[src/rtl/usb2_ep_buf_ctrl.sv]
// usb2_ep_buf_ctrl: ping-pong buffer manager for one USB2 OUT endpoint.
// Two 512-byte banks in a 1024x8 RAM; protocol writes, application reads.
// Ports:
//   phy_clk, reset_n        : clock, async active-low reset
//   pr_start/valid/data     : packet start, byte strobe, byte
//   pr_commit/abort         : packet end with good / bad CRC
//   pr_ready, pr_overflow   : ACK/NAK decision, byte-513 pulse
//   ram_we/wr_adr/wr_dat    : RAM write port
//   ram_rd_adr              : RAM read address (registered by the RAM)
//   app_avail/len           : presented bank and its byte count
//   app_rd, app_dat_valid   : read strobe, read data valid next cycle
//   app_done                : application releases the bank
//   err_cnt                 : saturating error count, only with
//                             USB2_EP_BUF_ERR_CNT_EN defined
module usb2_ep_buf_ctrl #(
  parameter int ADDR_W = 10,
  parameter int LEN_W  = 10
) (
  input  logic              phy_clk,
  input  logic              reset_n,
  input  logic              pr_start,
  input  logic              pr_valid,
  input  logic [7:0]        pr_data,
  input  logic              pr_commit,
  input  logic              pr_abort,
  output logic              pr_ready,
  output logic              pr_overflow,
  output logic              ram_we,
  output logic [ADDR_W-1:0] ram_wr_adr,
  output logic [7:0]        ram_wr_dat,
  output logic [ADDR_W-1:0] ram_rd_adr,
  output logic              app_avail,
  output logic [LEN_W-1:0]  app_len,
  input  logic              app_rd,
  output logic              app_dat_valid,
  input  logic              app_done
`ifdef USB2_EP_BUF_ERR_CNT_EN
  ,
  output logic [7:0]        err_cnt
`endif
);

  localparam logic [LEN_W-1:0] BANK_L = LEN_W'(1 << (ADDR_W - 1));

  typedef enum logic [1:0] {W_IDLE, W_RECV, W_DROP} wst_t;
  typedef enum logic {R_IDLE, R_OWN} rst_t;

  wst_t              r_wst, w_wst_nxt;
  rst_t              r_rst, w_rst_nxt;
  logic [1:0]        r_full;
  logic              r_wr_sel, r_rd_sel;
  logic [LEN_W-1:0]  r_len [2];
  logic [LEN_W-1:0]  r_wcnt, r_rcnt, w_wcnt_nxt;
  logic              r_we, r_ovf, r_dv;
  logic [ADDR_W-1:0] r_wr_adr, r_rd_adr;
  logic [7:0]        r_wr_dat;
  logic              w_wr_en, w_ovf, w_commit, w_wcnt_clr;
  logic              w_rd_ok, w_done, w_rcnt_clr;
  logic [1:0]        w_set, w_clr;

  // Write FSM: pr_start always restarts, discarding any open packet.
  always_comb begin
    w_wst_nxt  = r_wst;
    w_wr_en    = 1'b0;
    w_ovf      = 1'b0;
    w_commit   = 1'b0;
    w_wcnt_clr = 1'b0;
    if (pr_start) begin
      if (!r_full[r_wr_sel]) begin
        w_wst_nxt  = W_RECV;
        w_wcnt_clr = 1'b1;
      end else begin
        w_wst_nxt = W_DROP;
      end
    end else begin
      unique case (r_wst)
        W_RECV: begin
          if (pr_valid && r_wcnt == BANK_L) begin
            w_ovf     = 1'b1;
            w_wst_nxt = W_DROP;
          end else begin
            w_wr_en = pr_valid;
            if (pr_commit) begin
              w_commit  = 1'b1;
              w_wst_nxt = W_IDLE;
            end else if (pr_abort) begin
              w_wst_nxt = W_IDLE;
            end
          end
        end
        W_DROP: begin
          if (pr_commit || pr_abort)
            w_wst_nxt = W_IDLE;
        end
        default: ;
      endcase
    end
  end

  // A byte coinciding with commit is counted into the length.
  assign w_wcnt_nxt = r_wcnt + LEN_W'(w_wr_en);

  always_comb begin
    w_rst_nxt  = r_rst;
    w_rd_ok    = 1'b0;
    w_done     = 1'b0;
    w_rcnt_clr = 1'b0;
    unique case (r_rst)
      R_IDLE: begin
        if (r_full[r_rd_sel]) begin
          w_rst_nxt  = R_OWN;
          w_rcnt_clr = 1'b1;
        end
      end
      R_OWN: begin
        w_rd_ok = app_rd && (r_rcnt < r_len[r_rd_sel]);
        if (app_done) begin
          w_done    = 1'b1;
          w_rst_nxt = R_IDLE;
        end
      end
      default: ;
    endcase
  end

  assign w_set = w_commit ? (r_wr_sel ? 2'b10 : 2'b01) : 2'b00;
  assign w_clr = w_done ? (r_rd_sel ? 2'b10 : 2'b01) : 2'b00;

  always_ff @(posedge phy_clk or negedge reset_n) begin
    if (!reset_n) begin
      r_wst <= W_IDLE;
      r_rst <= R_IDLE;
    end else begin
      r_wst <= w_wst_nxt;
      r_rst <= w_rst_nxt;
    end
  end

  always_ff @(posedge phy_clk or negedge reset_n) begin
    if (!reset_n) begin
      r_full   <= '0;
      r_wr_sel <= 1'b0;
      r_rd_sel <= 1'b0;
      r_len[0] <= '0;
      r_len[1] <= '0;
      r_wcnt   <= '0;
      r_rcnt   <= '0;
      r_we     <= 1'b0;
      r_ovf    <= 1'b0;
      r_dv     <= 1'b0;
      r_wr_adr <= '0;
      r_wr_dat <= '0;
      r_rd_adr <= '0;
    end else begin
      r_we   <= w_wr_en;
      r_ovf  <= w_ovf;
      r_dv   <= w_rd_ok;
      r_full <= (r_full | w_set) & ~w_clr;
      if (w_wr_en) begin
        r_wr_adr <= {r_wr_sel, r_wcnt[ADDR_W-2:0]};
        r_wr_dat <= pr_data;
      end
      if (w_wcnt_clr)
        r_wcnt <= '0;
      else if (w_wr_en)
        r_wcnt <= w_wcnt_nxt;
      if (w_commit) begin
        r_len[r_wr_sel] <= w_wcnt_nxt;
        r_wr_sel        <= ~r_wr_sel;
      end
      if (w_rd_ok)
        r_rd_adr <= {r_rd_sel, r_rcnt[ADDR_W-2:0]};
      if (w_rcnt_clr)
        r_rcnt <= '0;
      else if (w_rd_ok)
        r_rcnt <= r_rcnt + LEN_W'(1);
      if (w_done)
        r_rd_sel <= ~r_rd_sel;
    end
  end

`ifdef USB2_EP_BUF_ERR_CNT_EN
  logic [7:0] r_err;
  logic       w_err_evt;

  // NAKed start, overflow, or abort of an open packet; one count per cycle.
  assign w_err_evt = (pr_start & r_full[r_wr_sel]) | w_ovf |
                     ((r_wst == W_RECV) & ~pr_start & ~w_ovf &
                      ~pr_commit & pr_abort);

  always_ff @(posedge phy_clk or negedge reset_n) begin
    if (!reset_n)
      r_err <= '0;
    else if (w_err_evt && r_err != 8'hFF)
      r_err <= r_err + 8'd1;
  end

  assign err_cnt = r_err;
`endif

  assign pr_ready      = ~r_full[r_wr_sel];
  assign pr_overflow   = r_ovf;
  assign ram_we        = r_we;
  assign ram_wr_adr    = r_wr_adr;
  assign ram_wr_dat    = r_wr_dat;
  assign ram_rd_adr    = r_rd_adr;
  assign app_avail     = (r_rst == R_OWN);
  assign app_len       = app_avail ? r_len[r_rd_sel] : '0;
  assign app_dat_valid = r_dv;

endmodule

[config.mk]
export PLATFORM = sky130hd
export DESIGN_NAME = usb2_ep_buf_ctrl
export DESIGN_NICKNAME = d
export VERILOG_FILES = /design/src/rtl/usb2_ep_buf_ctrl.sv
export SDC_FILE = /design/constraint.sdc
export NUM_CORES = 1
export LEC_CHECK = 0
export CORE_ASPECT_RATIO = 0.7
export CORE_MARGIN = 2
export CORE_UTILIZATION = 40
export CTS_CLUSTER_SIZE = 25
export DETAILED_ROUTE_END_ITERATION = 16
export PLACE_DENSITY_LB_ADDON = 0.12
export SYNTH_ARGS = -nofsm -noshare
export SYNTH_HDL_FRONTEND = slang
export SYNTH_SLANG_ARGS = --single-unit
[constraint.sdc]
create_clock -name phy_clk -period 3.96 [get_ports phy_clk]
set_input_delay 0.792 -clock phy_clk [delete_from_list [all_inputs] [get_ports phy_clk]]
set_output_delay 0.792 -clock phy_clk [all_outputs]
set_load 0.02 [all_outputs]
==> impl_metrics.py, run 1 <==
metrics = {
    "timing": {
        "slew_headroom": 0.3339,
        "fmax_mhz": 328.1,
        "period_minus_slack_ns": 3.048,
        "setup_viol": 0,
        "rsz0062_at_grt": "no",
        "finalClockSkew_ns": 0.007223,
        "tightest_slew_ns": 0.9991,
        "hold_viol_final": 0,
        "drv_slew": 0,
        "timing.final.crit_share": 0.7698,
        "setup_tns_ns": 0,
    },
    "yosys": {
        "yosys_warnings": 0,
        "synthesis.nets": 355,
        "synth_ff_type": "dfrtp_1",
        "synthCells": 327,
        "synth-edff-count": 0,
        "synth.largest_area_cell": "dfrtp_1",
        "synth.area.top_cells": "dfrtp_1 (54%), mux2_2 (12%), nand2_1 (4.7%)",
        "synth.top_cell.area_share": 0.5352,
        "ys_ff_latch": 78,
        "synth_area_per_cell_sq_um": 11.15,
        "synth.distinct_cells": 42,
        "async_flop_share": 1.000,
        "ys_seq_area_frac": 0.5352,
        "netlist_area_sq_um": 3647,
    },
    "die": {
        "die_area_sq_um": 9910,
        "die_h_microns": 83.89,
        "pin_count": 59,
        "rows": 29,
        "die_w_microns": 118.1,
        "start_util": 0.4070,
        "core_sq_um": 8962,
    },
    "pwr": {
        "internal-power_mw": 1.819,
        "p_per_area_nw_per_um2": 546.3,
        "seqPwrFrac": 0.398,
        "total_leakage_power_nw": 2.181,
        "p_switching_uw": 742.7,
        "clockPowerShare": 0.356,
        "comb_power_share": 0.246,
        "sw_frac_of_total": 0.2899,
        "peakVddDrop_mv": 0.2804,
    },
    "route": {
        "wl_met3_microns": 532,
        "dr.first_iter.drc_count": 149,
        "vias": 2642,
        "met2_length_microns": 3172,
        "drc": 0,
        "finalWirelength_microns": 7743,
        "via_per_inst": 5.130,
        "wl_met1_microns": 3950,
        "wl_per_cell_microns": 15.03,
        "top_layer_used": "met4",
        "antenna_left": 0,
        "drt_first_pass_iters": 4,
    },
    "setup_path": {
        "slowest_stage": "dfrtp_1",
        "required_ns": 4.22,
        "worst-setup-path-type": "reg -> reg",
        "crit_path_max_fanout": 14,
        "start_kind": "flip-flop",
        "r2r_start": "r_rd_sel",
        "r2r_slack_ns": 0.91,
        "max_stage_delay_ns": 0.72,
        "rr_worst_depth": 8,
        "crit_buf_inv": 1,
        "crit_chain": "mux2i_1, ha_1, a2111oi_2, nand2b_1, a211o_1, buf_4, or3_1, a21oi_1",
        "endpoint_kind": "flip-flop",
        "worst-path-stages": 8,
        "endpoint": "r_rcnt[3]",
        "cp_top_family": "compound AO/OA/AOI/OAI gates",
        "reg2reg_to": "r_rcnt[3]",
        "cp.arrival_ns": 3.31,
        "startpoint": "r_rd_sel",
    },
    "clock_tree": {
        "hold_buffers": 0,
        "cts_resized": 0,
        "clock_sinks": 78,
        "cts_made_buffers": 9,
        "worstSkewPairLatency_ns": 0.33,
        "path_clk_slew_ns": 0.06,
        "tritoncts": "yes",
        "clockRootBuffer": "clkbuf_16",
        "cts_buffer_depth": 2,
        "post_cts_buffers": 0,
        "cts_max_level": 3,
    },
    "cells_and_area": {
        "nFillCells": 827,
        "area_delta_synth_final_pct": 28.58,
        "final_common_cell": "dfrtp_1",
        "final_util": 0.5232,
        "n_antenna_cell": 0,
        "layout.nets": 414,
        "drive_gt1_frac": 0.1714,
        "final_cell_mix": "dfrtp_1 (78), clkdlybuf4s50_1 (57), nand2_1 (46)",
    },
    "grt": {
        "grt_use_total": 0.1703,
        "antenna_found_initial": 0,
        "overflow": 0,
        "grt_max_degree": 79,
        "grt_first_pass_wirelength_microns": 13190,
        "grt_pass1_vias": 2552,
    },
    "place": {
        "gp_congestion": 0.8330,
        "dp_hpwl_microns": 5457,
        "port_buffers": 58,
    },
    "run_status": {
        "status": "finished clean",
    },
    "job": {
        "drv_cap": 0,
    },
    "hold_path": {
        "min_path_type": "reg -> reg",
    },
}
[power by group through the flow]
| stage | clock (mW) | combinational (mW) | sequential (mW) |
|---|---|---|---|
| after floorplan | 0 | 0.303 | 1.08 |
| after global placement | 0 | 0.633 | 1.03 |
| after detailed placement | 0 | 0.636 | 1.03 |
| after CTS | 0.934 | 0.640 | 1.02 |
| after global routing | 0.975 | 0.688 | 1.04 |
| final | 0.912 | 0.630 | 1.02 |
[Yosys cell counts, types with 2 or more instances]
library cell / instances
dfrtp_1: 78
nand2_1: 46
mux2_2: 38
nor2_1: 19
o21ai_0: 18
mux2i_1: 13
ha_1: 12
nand3_1: 10
nand4_1: 10
a21oi_1: 9
inv_1: 9
clkbuf_1: 8
xnor2_1: 8
buf_2: 6
and3_1: 5
a31o_2: 3
or3_1: 3
a2111oi_2: 2
a211oi_1: 2
a22o_1: 2
nand2b_1: 2
o211ai_1: 2
o31ai_1: 2
or2_2: 2
[cell type report]
class                           instances  area (sq um)  area share
Inverter                               10         37.54    0.008004
Timing Repair Buffer                   63         615.6      0.1313
Clock inverter                          3         65.06     0.01387
Tap cell                              124         155.1     0.03308
Multi-Input combinational cell        224          1594      0.3399
Sequential cell                        78          1952      0.4162
Clock buffer                           13         270.3     0.05763
[worst min-delay path: cells and delay by family, from the launching register on]
kind             cells  cell delay [ns]
AND/OR/NAND/NOR      2             0.10
flip-flops           1             0.34
[worst min-delay path by stage]
stage / start / to / slack, ns / cells past startpoint
floorplan: r_wst[1] / pr_overflow / 0.47 / 1
global placement: ram_rd_adr[5] / ram_rd_adr[5] / 0.46 / 2
detailed placement: ram_rd_adr[0] / ram_rd_adr[0] / 0.46 / 2
CTS: ram_rd_adr[0] / ram_rd_adr[0] / 0.48 / 2
global route: ram_rd_adr[1] / ram_rd_adr[1] / 0.50 / 2
finish: ram_rd_adr[0] / ram_rd_adr[0] / 0.47 / 2
[kinds of logic after synthesis]
logic type      count (synthesis)  share of synthesized area
mux                            51                     0.1530
xor+xnor                        9                    0.02161
compound gates                 48                    0.08885
simple gates                  104                     0.1324
buf+inv                        25                    0.02779
flops                          78                     0.5352
fa+ha+maj                      12                    0.04117
[sequential cells by signal, indices dropped and copies added, names as in the netlist]
| name | cells |
|---|---|
| r_len | 20 |
| r_wst | 2 |
| r_wcnt | 10 |
| pr_overflow | 1 |
| r_full | 2 |
| ram_wr_dat | 8 |
| r_rcnt | 10 |
| app_avail | 1 |
| app_dat_valid | 1 |
| r_wr_sel | 1 |
| r_rd_sel | 1 |
| ram_rd_adr | 10 |
| ram_we | 1 |
| ram_wr_adr | 10 |
[layer usage]
layer  global-route usage  vias to the layer above
li1                     -                     1286
met1               0.2570                     1278
met2               0.2233                       72
met3              0.06011                        6
met4              0.05586                        0
met5                    0                        -
[through the flow]
step / hold slack [ns] / setup slack [ns] / power [mW] / cells / cell area [sq um]
3_3_place_gp: 0.4628 / 0.9740 / 1.662 / 499 / 4354
6_report: 0.4716 / 0.9118 / 2.562 / 515 / 4690
4_1_cts: 0.4772 / 0.9168 / 2.594 / 515 / 4690
3_5_place_dp: 0.4623 / 0.9291 / 1.668 / 499 / 4354
2_1_floorplan: 0.4719 / 1.104 / 1.386 / 327 / 3647
5_1_grt: 0.5048 / 0.6769 / 2.702 / 515 / 4690
Note: power is estimated with default switching activity, not from simulation.
==> run 2: changes to the inputs <==
==> constraint.sdc (replaced) <==
create_clock -name phy_clk -period 3.2 [get_ports phy_clk]
set_input_delay 0.64 -clock phy_clk [delete_from_list [all_inputs] [get_ports phy_clk]]
set_output_delay 0.64 -clock phy_clk [all_outputs]
set_load 0.02 [all_outputs]
==> impl_metrics.py, run 2 (synthesis gave the netlist of run 1 again) <==
metrics = {
    "clock_tree": {
        "cts_made_buffers": 9,
        "tritoncts": "yes",
        "cts_resized": 0,
        "worstSkewPairLatency_ns": 0.33,
        "hold_buffers": 0,
        "post_cts_buffers": 0,
        "path_clk_slew_ns": 0.06,
        "clockRootBuffer": "clkbuf_16",
        "cts_buffer_depth": 2,
        "cts_max_level": 3,
        "clock_sinks": 78,
    },
    "setup_path": {
        "r2r_start": "r_rd_sel",
        "crit_path_max_fanout": 16,
        "reg2reg_to": "r_rcnt[2]",
        "rr_worst_depth": 9,
        "required_ns": 3.46,
        "r2r_slack_ns": 0.30,
        "worst-setup-path-type": "reg -> reg",
        "cp.arrival_ns": 3.16,
        "start_kind": "flip-flop",
        "endpoint_kind": "flip-flop",
    },
    "pwr": {
        "peakVddDrop_mv": 0.4412,
        "total_leakage_power_nw": 2.172,
        "p_per_area_nw_per_um2": 660.1,
        "power_mw": 3.082,
    },
    "timing": {
        "slew_headroom": 0.3409,
        "finalClockSkew_ns": 0.007064,
        "timing.final.crit_share": 0.9056,
        "fmax_mhz": 345.1,
        "hold_slack_ns": 0.4567,
        "setup_tns_ns": 0,
        "hold_viol_final": 0,
        "rsz0062_at_grt": "no",
        "drv_slew": 0,
        "setup_viol": 0,
        "period_minus_slack_ns": 2.898,
        "tightest_slew_ns": 0.9887,
    },
    "die": {
        "pin_count": 59,
        "start_util": 0.4070,
        "rows": 29,
        "die_area_sq_um": 9910,
        "core_sq_um": 8962,
        "die_h_microns": 83.89,
        "die_w_microns": 118.1,
    },
    "grt": {
        "grt_use_total": 0.1721,
        "antenna_found_initial": 0,
        "grt_first_pass_wirelength_microns": 13230,
        "overflow": 0,
        "grt_max_degree": 79,
        "grt_pass1_vias": 2489,
    },
    "route": {
        "drc": 0,
        "wl_per_cell_microns": 15.42,
        "drt_first_pass_iters": 4,
        "via_per_inst": 5.155,
        "finalWirelength_microns": 7955,
        "dr.first_iter.drc_count": 173,
        "vias": 2660,
        "antenna_left": 0,
    },
    "place": {
        "port_buffers": 58,
        "place_area_sq_um": 4369,
        "dp_cells": 501,
        "dp_hpwl_microns": 5661,
        "gp_congestion": 0.8048,
    },
    "cells_and_area": {
        "nFillCells": 813,
        "area_delta_synth_final_pct": 28.03,
        "layout.nets": 416,
        "largest_reg_flops": 20,
        "finish.instance_area_sq_um": 4669,
        "largest_register": "r_len",
        "final_cell_mix": "dfrtp_1 (78), clkdlybuf4s50_1 (57), nand2_1 (46)",
        "stdcell_count": 516,
        "final_common_cell": "dfrtp_1",
        "drive_gt1_frac": 0.1735,
        "n_antenna_cell": 0,
    },
    "run_status": {
        "status": "finished clean",
    },
    "job": {
        "drv_cap": 0,
    },
    "hold_path": {
        "min_path_type": "in -> async",
    },
}
## run 2: cell count changes in the layout (fill, tap and decap cells not counted), sizes merged
cell    change
clkbuf      -1
bufinv      -1
clkinv      +1
buf         +2
## run 2: how the worst max path moves through the flow
stage	start	slack, ns	to
2_1_floorplan	r_rd_sel	0.44	r_rcnt[8]
3_3_place_gp	r_rd_sel	0.37	r_rcnt[2]
3_5_place_dp	r_rd_sel	0.32	r_rcnt[2]
4_1_cts	r_rd_sel	0.27	r_rcnt[2]
5_1_grt	r_rd_sel	0.02	r_rcnt[2]
6_report	r_rd_sel	0.30	r_rcnt[2]
## run 2: worst max-delay path, stage by stage (launching register included)
cell and delay, ns:
dfrtp_1 0.42, buf_4 0.21, mux2i_1 0.29, ha_1 0.19
nand4_1 0.16, a211oi_1 0.41, a211o_1 0.48, inv_1 0.31
nand2_1 0.16, mux2i_1 0.19
## run 2: per-layer routing
metal	share of wire	global-route usage	vias to the layer above
met2	0.41	0.2207	66
met3	0.058	0.06762	9
met5	0	0	-
met4	0.010	0.04600	0
met1	0.52	0.2636	1294
li1	-	-	1291
## run 2: area by class of cell
class | count | area, sq um | share of cell area
timing repair buffer | 65 | 630.6 | 0.1350
clock inverter | 3 | 43.79 | 0.009378
multi-input combinational | 224 | 1594 | 0.3414
tap | 124 | 155.1 | 0.03323
sequential | 78 | 1952 | 0.4180
inverter | 10 | 37.54 | 0.008039
clock buffer | 12 | 256.5 | 0.05493
## run 2: power breakdown
| part | internal [mW] | switching (mW) | total (mW) |
|---|---|---|---|
| Combinational | 0.384 | 0.446 | 0.830 |
| Sequential | 1.13 | 0.106 | 1.24 |
| Clock | 0.642 | 0.374 | 1.02 |
| Total | 2.16 | 0.927 | 3.08 |
## run 2: per-stage QoR
step / util / setup slack (ns)
global route: 0.5210 / 0.02351
CTS: 0.5210 / 0.2727
finish: 0.5210 / 0.3022
detailed placement: 0.4875 / 0.3214
floorplan: - / 0.4427
global placement: 0.4875 / 0.3682
==> run 3: changes to the inputs <==
==> constraint.sdc (replaced) <==
create_clock -name phy_clk -period 3.6 [get_ports phy_clk]
set_input_delay 0.72 -clock phy_clk [delete_from_list [all_inputs] [get_ports phy_clk]]
set_output_delay 0.72 -clock phy_clk [all_outputs]
set_load 0.02 [all_outputs]
==> impl_metrics.py, run 3 (synthesis gave the netlist of run 1 again) <==
metrics = {
    "pwr": {
        "clockPowerShare": 0.313,
        "internal-power_mw": 1.836,
        "peakVddDrop_mv": 0.4527,
        "seqPwrFrac": 0.421,
        "total_leakage_power_nw": 2.143,
        "p_switching_uw": 812.7,
        "sw_frac_of_total": 0.3069,
        "power_mw": 2.648,
        "comb_power_share": 0.266,
        "p_per_area_nw_per_um2": 573.8,
    },
    "place": {
        "port_buffers": 58,
        "dp_hpwl_microns": 5391,
        "gp_congestion": 0.8172,
    },
    "timing": {
        "timing.final.crit_share": 0.8641,
        "tightest_slew_ns": 1.001,
        "fmax_mhz": 321.5,
        "slew_headroom": 0.3328,
        "rsz0062_at_grt": "no",
        "period_minus_slack_ns": 3.111,
        "hold_viol_final": 0,
        "drv_slew": 0,
        "setup_viol": 0,
        "setup_tns_ns": 0,
        "finalClockSkew_ns": 0.004815,
    },
    "grt": {
        "grt_max_degree": 79,
        "antenna_found_initial": 0,
        "overflow": 0,
        "grt_pass1_vias": 2603,
        "grt_first_pass_wirelength_microns": 13010,
        "grt_use_total": 0.1665,
    },
    "die": {
        "die_w_microns": 118.1,
        "pin_count": 59,
        "die_h_microns": 83.89,
        "die_area_sq_um": 9910,
        "core_sq_um": 8962,
        "rows": 29,
        "start_util": 0.4070,
    },
    "route": {
        "vias": 2699,
        "antenna_left": 0,
        "drt_first_pass_iters": 4,
        "finalWirelength_microns": 7802,
        "wl_per_cell_microns": 15.21,
        "drc": 0,
        "dr.first_iter.drc_count": 171,
        "via_per_inst": 5.261,
    },
    "clock_tree": {
        "cts_max_level": 3,
        "clockRootBuffer": "clkbuf_16",
        "cts_buffer_depth": 2,
        "post_cts_buffers": 0,
        "worstSkewPairLatency_ns": 0.33,
        "hold_buffers": 0,
        "clock_sinks": 78,
        "path_clk_slew_ns": 0.06,
        "tritoncts": "yes",
        "cts_made_buffers": 9,
        "cts_resized": 0,
    },
    "run_status": {
        "status": "finished clean",
    },
    "cells_and_area": {
        "layout.nets": 413,
        "area_delta_synth_final_pct": 26.55,
        "n_antenna_cell": 0,
        "drive_gt1_frac": 0.1620,
        "final_common_cell": "dfrtp_1",
        "largest_register": "r_len",
        "largest_reg_flops": 20,
        "final_cell_mix": "dfrtp_1 (78), clkdlybuf4s50_1 (57), nand2_1 (46)",
    },
    "setup_path": {
        "endpoint_kind": "flip-flop",
        "startpoint": "r_rd_sel",
        "start_kind": "flip-flop",
        "required_ns": 3.86,
        "crit_path_max_fanout": 17,
        "cp.arrival_ns": 3.37,
        "r2r_start": "r_rd_sel",
        "worst-setup-path-type": "reg -> reg",
    },
    "hold_path": {
        "hp-start": "ram_rd_adr[0]",
        "min_path_type": "reg -> reg",
    },
    "job": {
        "drv_cap": 0,
    },
}
[run 3: changes by cell type in the layout (fill, tap and decap cells not counted), sizes merged]
cell	previous run	this run
buf	8	5
clkbuf	12	14
bufinv	1	0
clkinv	2	1
[run 3: critical path: stages, from the launching register on]
cell,delay [ns]
dfrtp_1,0.63
buf_4,0.28
mux2i_1,0.32
ha_1,0.31
nand4_1,0.14
o2111ai_1,0.20
a211o_1,0.43
buf_4,0.24
or3_1,0.36
a21oi_1,0.14
[run 3: layout make-up]
class | count | area, sq um
clock buffer | 14 | 264.0
clock inverter | 1 | 5.005
fill | 818 | 4347
inverter | 10 | 37.54
multi-input combinational | 224 | 1594
sequential | 78 | 1952
tap | 124 | 155.1
timing repair buffer | 62 | 608.1
[run 3: path summary, 6_finish.rpt]
kind                                 end  slack (ns)  cells after the start
setup / recovery               r_rcnt[3]        0.49                      9
hold / removal             ram_rd_adr[0]        0.48                      2
setup reg to reg               r_rcnt[3]        0.49                      9
hold reg to reg            ram_rd_adr[0]        0.48                      2
max in group asynchronous  ram_rd_adr[9]        2.39                      1
min in group asynchronous      app_avail        0.56                      1
[run 3: through the flow]
| stage | instances | setup slack, ns | instance area (sq um) | hold WS [ns] | utilization |
|---|---|---|---|---|---|
| detailed placement | 498 | 0.4680 | 4347 | 0.4621 | 0.4850 |
| global placement | 498 | 0.5269 | 4347 | 0.4617 | 0.4850 |
| global route | 513 | 0.2776 | 4616 | 0.4937 | 0.5150 |
| CTS | 513 | 0.4838 | 4616 | 0.4816 | 0.5150 |
| finish | 513 | 0.4892 | 4616 | 0.4767 | 0.5150 |
| floorplan | 327 | 0.8159 | 3647 | 0.4244 | - |
[run 3: per-layer routing]
metal  track usage  routed length (microns)
met1        0.2496                     3846
met2        0.2228                     3233
met3       0.05533                      623
met4       0.05476                       99
met5             0                        0
[run 3: power groups by stage]
| stage | logic (mW) | registers [mW] | clock network [mW] |
|---|---|---|---|
| global placement | 0.704 | 1.13 | 0 |
| CTS | 0.712 | 1.12 | 0.858 |
| detailed placement | 0.708 | 1.13 | 0 |
| finish | 0.703 | 1.12 | 0.829 |
| floorplan | 0.333 | 1.19 | 0 |
| global route | 0.757 | 1.14 | 0.896 |
